--- config.mk ---
export PLATFORM = sky130hd
export DESIGN_NAME = spi_regfile_peripheral_flat
export DESIGN_NICKNAME = d
export VERILOG_FILES = /design/src/rtl/spi_regfile_peripheral_if.sv /design/src/rtl/spi_regfile_peripheral.sv /design/src/flat_wrapper.sv
export SDC_FILE = /design/constraint.sdc
export NUM_CORES = 1
export LEC_CHECK = 0
export ABC_CLOCK_PERIOD_IN_PS = 3220
export CAP_MARGIN = 10
export CORE_MARGIN = 1
export CORE_UTILIZATION = 40
export DETAILED_ROUTE_END_ITERATION = 10
export PLACE_DENSITY_LB_ADDON = 0.05
export SLEW_MARGIN = 0
export SYNTH_ARGS = -nofsm -noshare
export SYNTH_HDL_FRONTEND = slang
export SYNTH_SLANG_ARGS = --single-unit
--- constraint.sdc ---
create_clock -name clk -period 3.22 [get_ports clk]
set_input_delay 0.483 -clock clk [delete_from_list [all_inputs] [get_ports clk]]
set_output_delay 0.483 -clock clk [all_outputs]
set_load 0.005 [all_outputs]
--- src/rtl/spi_regfile_peripheral_if.sv ---
// rtl/spi_regfile_peripheral_if.sv - SPI pin bundle between a controller and the register-file peripheral
`timescale 1ns/1ps
interface spi_regfile_peripheral_if;
  logic sclk;
  logic ncs;
  logic copi;
  logic cipo;
  logic cipo_oe;

  modport master (output sclk, output ncs, output copi, input cipo, input cipo_oe);
  modport slave  (input sclk, input ncs, input copi, output cipo, output cipo_oe);
endinterface

--- src/rtl/spi_regfile_peripheral.sv ---
// rtl/spi_regfile_peripheral.sv - SPI slave register file, all four modes, burst read/write with auto-increment
`timescale 1ns/1ps
module spi_regfile_peripheral #(
  parameter int ADDR_W   = 7,
  parameter int DATA_W   = 8,
  parameter int NUM_REGS = 8,
  parameter int CPOL     = 0,
  parameter int CPHA     = 0
) (
  input  logic                       clk,
  input  logic                       reset,
  spi_regfile_peripheral_if.slave    spi,
  output logic [NUM_REGS*DATA_W-1:0] regs,
  output logic                       wr_strobe,
  output logic [ADDR_W-1:0]          wr_addr,
  output logic                       ovr_err
);

  localparam int CNT_MAX = (ADDR_W > DATA_W) ? ADDR_W : DATA_W;
  localparam int CNT_W   = $clog2(CNT_MAX + 1);
  localparam logic [CNT_W-1:0]  CMD_LAST  = CNT_W'(ADDR_W);
  localparam logic [CNT_W-1:0]  DATA_LAST = CNT_W'(DATA_W - 1);
  localparam logic [ADDR_W:0]   REG_LIMIT = (ADDR_W + 1)'(NUM_REGS);

  typedef enum logic [2:0] {S_IDLE, S_CMD, S_WDATA, S_RDATA, S_HOLD} state_t;

  // Synchronisers are deliberately unreset so ncs is already valid when reset releases.
  logic [1:0] sclk_sync, ncs_sync, copi_sync;
  logic       sclk_d, ncs_d;

  always_ff @(posedge clk) begin
    sclk_sync <= {sclk_sync[0], spi.sclk};
    ncs_sync  <= {ncs_sync[0], spi.ncs};
    copi_sync <= {copi_sync[0], spi.copi};
    sclk_d    <= sclk_sync[1];
    ncs_d     <= ncs_sync[1];
  end

  logic sclk_s, ncs_s, copi_s;
  logic sclk_rise, sclk_fall, lead_edge, trail_edge, sample_edge, shift_edge;

  assign sclk_s      = sclk_sync[1];
  assign ncs_s       = ncs_sync[1];
  assign copi_s      = copi_sync[1];
  assign sclk_rise   = sclk_s & ~sclk_d;
  assign sclk_fall   = ~sclk_s & sclk_d;
  assign lead_edge   = (CPOL == 0) ? sclk_rise : sclk_fall;
  assign trail_edge  = (CPOL == 0) ? sclk_fall : sclk_rise;
  assign sample_edge = (CPHA == 0) ? lead_edge : trail_edge;
  assign shift_edge  = (CPHA == 0) ? trail_edge : lead_edge;

  state_t              state;
  logic [CNT_W-1:0]    bit_cnt;
  logic [ADDR_W-1:0]   cmd_sr;
  logic [ADDR_W-1:0]   addr;
  logic [DATA_W-2:0]   wsr;
  logic [DATA_W-1:0]   osr;
  logic                cipo_q, cipo_oe_q;
  logic [DATA_W-1:0]   regs_mem [NUM_REGS];

  logic [ADDR_W:0]     cmd_next;
  logic [DATA_W-1:0]   data_next;
  logic [ADDR_W-1:0]   addr_inc;

  assign cmd_next  = {cmd_sr, copi_s};
  assign data_next = {wsr, copi_s};
  assign addr_inc  = addr + 1'b1;

  function automatic logic in_range(input logic [ADDR_W-1:0] a);
    return {1'b0, a} < REG_LIMIT;
  endfunction

  // Unimplemented addresses match no entry and read as zero.
  function automatic logic [DATA_W-1:0] read_reg(input logic [ADDR_W-1:0] a);
    logic [DATA_W-1:0] v;
    v = '0;
    for (int i = 0; i < NUM_REGS; i++) begin
      if (a == i[ADDR_W-1:0]) v = regs_mem[i];
    end
    return v;
  endfunction

  always_ff @(posedge clk or posedge reset) begin
    if (reset) begin
      state     <= S_IDLE;
      bit_cnt   <= '0;
      cmd_sr    <= '0;
      addr      <= '0;
      wsr       <= '0;
      osr       <= '0;
      cipo_q    <= 1'b0;
      cipo_oe_q <= 1'b0;
      wr_strobe <= 1'b0;
      wr_addr   <= '0;
      ovr_err   <= 1'b0;
      for (int i = 0; i < NUM_REGS; i++) regs_mem[i] <= '0;
    end else begin
      wr_strobe <= 1'b0;
      // ncs high overrides any coincident SCLK edge, so a racing last bit never commits.
      if (ncs_s) begin
        state     <= S_IDLE;
        cipo_q    <= 1'b0;
        cipo_oe_q <= 1'b0;
      end else begin
        case (state)
          S_IDLE: begin
            bit_cnt <= '0;
            state   <= ncs_d ? S_CMD : S_HOLD;
          end
          S_CMD: begin
            if (sample_edge) begin
              cmd_sr  <= cmd_next[ADDR_W-1:0];
              bit_cnt <= bit_cnt + 1'b1;
              if (bit_cnt == CMD_LAST) begin
                bit_cnt <= '0;
                addr    <= cmd_next[ADDR_W-1:0];
                if (cmd_next[ADDR_W]) begin
                  state <= S_WDATA;
                end else begin
                  state     <= S_RDATA;
                  cipo_oe_q <= 1'b1;
                  osr       <= read_reg(cmd_next[ADDR_W-1:0]);
                  if (!in_range(cmd_next[ADDR_W-1:0])) ovr_err <= 1'b1;
                end
              end
            end
          end
          S_WDATA: begin
            if (sample_edge) begin
              wsr     <= data_next[DATA_W-2:0];
              bit_cnt <= bit_cnt + 1'b1;
              if (bit_cnt == DATA_LAST) begin
                bit_cnt <= '0;
                addr    <= addr_inc;
                if (in_range(addr)) begin
                  for (int i = 0; i < NUM_REGS; i++) begin
                    if (addr == i[ADDR_W-1:0]) regs_mem[i] <= data_next;
                  end
                  wr_strobe <= 1'b1;
                  wr_addr   <= addr;
                end else begin
                  ovr_err <= 1'b1;
                end
              end
            end
          end
          S_RDATA: begin
            if (shift_edge) begin
              cipo_q <= osr[DATA_W-1];
              osr    <= {osr[DATA_W-2:0], 1'b0};
            end
            if (sample_edge) begin
              bit_cnt <= bit_cnt + 1'b1;
              if (bit_cnt == DATA_LAST) begin
                bit_cnt <= '0;
                addr    <= addr_inc;
                osr     <= read_reg(addr_inc);
                if (!in_range(addr_inc)) ovr_err <= 1'b1;
              end
            end
          end
          S_HOLD: begin
            cipo_oe_q <= 1'b0;
          end
          default: state <= S_IDLE;
        endcase
      end
    end
  end

  for (genvar g = 0; g < NUM_REGS; g++) begin : g_flat
    assign regs[g*DATA_W +: DATA_W] = regs_mem[g];
  end

  assign spi.cipo    = cipo_q;
  assign spi.cipo_oe = cipo_oe_q;

endmodule

--- src/flat_wrapper.sv ---
// flat-port wrapper written by rule: the top's interface ports become plain ports
module spi_regfile_peripheral_flat 
#(
  parameter int ADDR_W   = 7,
  parameter int DATA_W   = 8,
  parameter int NUM_REGS = 8,
  parameter int CPOL     = 0,
  parameter int CPHA     = 0
)
  (clk, reset, regs, wr_strobe, wr_addr, ovr_err, spi_sclk, spi_ncs, spi_copi, spi_cipo, spi_cipo_oe);
  spi_regfile_peripheral_if spi_i ();
  input  logic clk;
  input  logic reset;
  output logic [NUM_REGS*DATA_W-1:0] regs;
  output logic wr_strobe;
  output logic [ADDR_W-1:0] wr_addr;
  output logic ovr_err;
  input wire logic [$bits(spi_i.sclk)-1:0] spi_sclk;
  input wire logic [$bits(spi_i.ncs)-1:0] spi_ncs;
  input wire logic [$bits(spi_i.copi)-1:0] spi_copi;
  output wire logic [$bits(spi_i.cipo)-1:0] spi_cipo;
  output wire logic [$bits(spi_i.cipo_oe)-1:0] spi_cipo_oe;
  assign spi_i.sclk = spi_sclk;
  assign spi_i.ncs = spi_ncs;
  assign spi_i.copi = spi_copi;
  assign spi_cipo = spi_i.cipo;
  assign spi_cipo_oe = spi_i.cipo_oe;
  spi_regfile_peripheral #(.ADDR_W(ADDR_W), .DATA_W(DATA_W), .NUM_REGS(NUM_REGS), .CPOL(CPOL), .CPHA(CPHA)) u_core (.clk(clk), .reset(reset), .spi(spi_i), .regs(regs), .wr_strobe(wr_strobe), .wr_addr(wr_addr), .ovr_err(ovr_err));
endmodule
==> results.json <==
{
  "path_class": "flop to flop",
  "ys_seq_area_share_pct": 47.5,
  "syn_avg_cell_area_sq_um": 10.8,
  "synth.top_cells.by_area": "dfrtp_1 45%, mux2_2 14%, mux4_2 5.8%, nand2_1 3.2%, o21ai_0 3.0%",
  "r2r_start": "u_core.state[2]$_DFFE_PP0P_",
  "fillers": 1339,
  "rsz0062_at_grt": "false",
  "die_h_microns": 126,
  "critical-path-max-stage-delay_ns": 0.58,
  "grt_max_degree": 30,
  "ant_nets": 0,
  "wire_per_inst_microns": 21.4,
  "p_per_area_nw_per_um2": 456,
  "yosys.area.top_type": "dfrtp_1",
  "cts_resized": 0,
  "max-vdd-ir-drop_uv": 375,
  "crit_path_top_delay_cell": "or4_4",
  "die_area_sq_um": 16000,
  "layout.cells.non_filler": 848,
  "postCtsHoldBufs": 0,
  "worstPathArrival_ns": 3.21,
  "setup_viol": 0,
  "hp-class": "flop to flop",
  "drive_gt1_share_pct": 23.8,
  "finalCritPeriodShare_pct": 90.3,
  "cts_tree": "yes",
  "cp.required_ns": 3.53,
  "status": "finished, final reports clean",
  "grt_usage_pct": 24.2,
  "timing.final.max_slew_violations": 0,
  "postCtsSetupBuffers": 0,
  "holdPathStages": 0,
  "syn_area_sq_um": 6180,
  "dpl.hpwl_microns": 12500,
  "worst_pin_slew_ns": 0.729,
  "end_kind": "flop",
  "ys_ff_latch": 119,
  "most-common-layout-cells": "111 x dfrtp_1, 79 x clkdlybuf4s50_1, 78 x mux2_2",
  "finalHoldViolations": 0,
  "crit_fanout": 12,
  "cp_num_buf_inv": 0,
  "fin_nets": 661,
  "chipWidth_microns": 126,
  "overflow": 0,
  "synth_cell_types": 57,
  "insertedDiodeCount": 0,
  "hold_end": "u_core.sclk_sync[1]$_DFF_P_",
  "hold_start": "u_core.sclk_sync[0]$_DFF_P_",
  "cts_buffer_depth": 2,
  "insertion_delay_ns": 0.42,
  "wl_met1_microns": 8040,
  "cts_sinks": 119,
  "highest_layer": "met4",
  "portBuffers": 79,
  "via_per_inst": 5.68,
  "layout_commonest_cell": "dfrtp_1",
  "finalPower_w": 0.00355,
  "synth_edf_count": 0,
  "synth_ff_type": "dfrtp_1",
  "cts_htree_levels": 4,
  "clkTransAtPathRegs_ns": 0.06,
  "critPathTopFamily": "simple AND/OR/NAND/NOR gates",
  "ios": 80,
  "grt_pass1_wl_microns": 28500,
  "antenna_found_initial": 0,
  "crit_path_start_kind": "flop",
  "syn_nets": 583,
  "root_buffer": "clkbuf_16",
  "r2r_slack_ns": 0.31,
  "numCtsBuffers": 17,
  "finClkSkew_ns": 0.00915,
  "wl_met3_microns": 747,
  "syn_to_final_growth_pct": 25.9,
  "p_leak_nw": 3.40,
  "slew_headroom_pct": 51.4,
  "rows": 45,
  "totalWireLength_microns": 18100,
  "drv_cap": 0,
  "setup_tns_ns": 0,
  "reg2regPathDepth": 6,
  "ys_warn_count": 0,
  "gp_congestion": 0.816,
  "rr_endpoint": "u_core.regs[6]$_DFFE_PP0P_",
  "dr_wl_met2_microns": 8850,
  "dp_cells": 819,
  "post-route-drc-count": 0,
  "firstDrtPassIters": 7,
  "crit_path_cell_trace": "nand2b_4 -> or4_4 -> or3_4 -> nor2_1 -> and2_1 -> mux2_2",
  "fmax_ghz": 0.344,
  "vias": 4818,
  "initial_core_util_pct": 40.8,
  "drt_iter0_markers": 311,
  "fp.coreArea_sq_um": 15100,
  "yosys.area.top_type_share_pct": 44.9,
  "min_period_ns": 2.91,
  "grt_pass1_vias": 4898,
  "async_reset_ff_share_pct": 93.3,
  "synthCells": 572
}
## flip-flops by register name, summed over array words and instances (netlist names)
register and flops:
u_core.state 3, u_core.regs 64, u_core.bit_cnt 4, u_core.spi.cipo_oe 1, u_core.copi_sync 2, u_core.ovr_err 1
u_core.wr_strobe 1, u_core.ncs_d 1, u_core.ncs_sync 2, u_core.addr 7, u_core.sclk_d 1, u_core.osr 8
u_core.sclk_sync 2, u_core.wr_addr 7, u_core.wsr 7, u_core.spi.cipo 1, u_core.cmd_sr 7
## through the flow
step	setup WS, ns	hold slack [ns]	cell area [sq um]	util (%)
final	0.313	0.327	7780	51.4
after CTS	0.321	0.329	7780	51.4
after global placement	0.316	0.312	7210	47.6
after detailed placement	0.329	0.316	7210	47.6
after global routing	0.202	0.331	7780	51.4
after floorplan	0.685	0.310	6190	-
## cells in the mapped netlist (all sizes together), types with 3 or more instances
master and n:
nand3b 4, nor2b 6, mux2 78, nor2 34, o211ai 3, dfxtp 8, and3 8, or3 3
mux4 16, a221o 3, clkbuf 28, buf 14, dfrtp 111, inv 18, and2 8, nor3 7
o21ai 37, nand3 13, mux2i 9, a31oi 10, a22oi 10, o31ai 8, ha 6, a21oi 33
nand2b 7, nand2 53, a221oi 7
## routing by layer
metal	track usage [%]	up-vias
met1	31.6	2426
li1	-	2230
met2	38.6	128
met3	6.03	34
met5	0	-
met4	9.71	0
## worst max path at each step
stage / startpoint / endpoint / depth (start not counted)
final: u_core.state[2]$_DFFE_PP0P_ / u_core.regs[6]$_DFFE_PP0P_ / 6
after global routing: u_core.state[2]$_DFFE_PP0P_ / u_core.regs[6]$_DFFE_PP0P_ / 6
after CTS: u_core.state[2]$_DFFE_PP0P_ / u_core.regs[6]$_DFFE_PP0P_ / 6
after detailed placement: u_core.state[2]$_DFFE_PP0P_ / u_core.regs[6]$_DFFE_PP0P_ / 6
after global placement: u_core.state[2]$_DFFE_PP0P_ / u_core.regs[5]$_DFFE_PP0P_ / 6
after floorplan: u_core.state[2]$_DFFE_PP0P_ / u_core.regs[10]$_DFFE_PP0P_ / 7
## logic make-up (layout without fill, tap and decap cells)
family | count (synthesis) | in the layout | synth area share, %
AO/OA/AOI/OAI | 129 | 129 | 13.2
adder cells (fa/ha/maj) | 6 | 6 | 1.21
flip-flops | 119 | 119 | 47.5
XOR/XNOR | 2 | 2 | 0.283
AND/OR/NAND/NOR | 152 | 152 | 12.3
multiplexers | 103 | 103 | 21.5
buffers and inverters | 61 | 149 | 4.01
## area by class of cell
class                   instances  area (sq um)  share of cell area [%]
well taps                     188           235                    3.02
clock inverters                 8           100                    1.29
multi-input cells             392          3000                    38.5
inverters                      19          75.1                   0.964
clock buffers                  21           470                    6.04
flip-flops and latches        119          2940                    37.7
repair buffers                101           968                    12.4
## report_power, final
part           internal, W  total (W)  leakage, nW  switching (W)
Combinational    0.0000618   0.000145         1.50      0.0000836
Sequential         0.00151    0.00156         1.61      0.0000445
Clock              0.00118    0.00185        0.281       0.000668
Power figures use the tool's default switching activity.
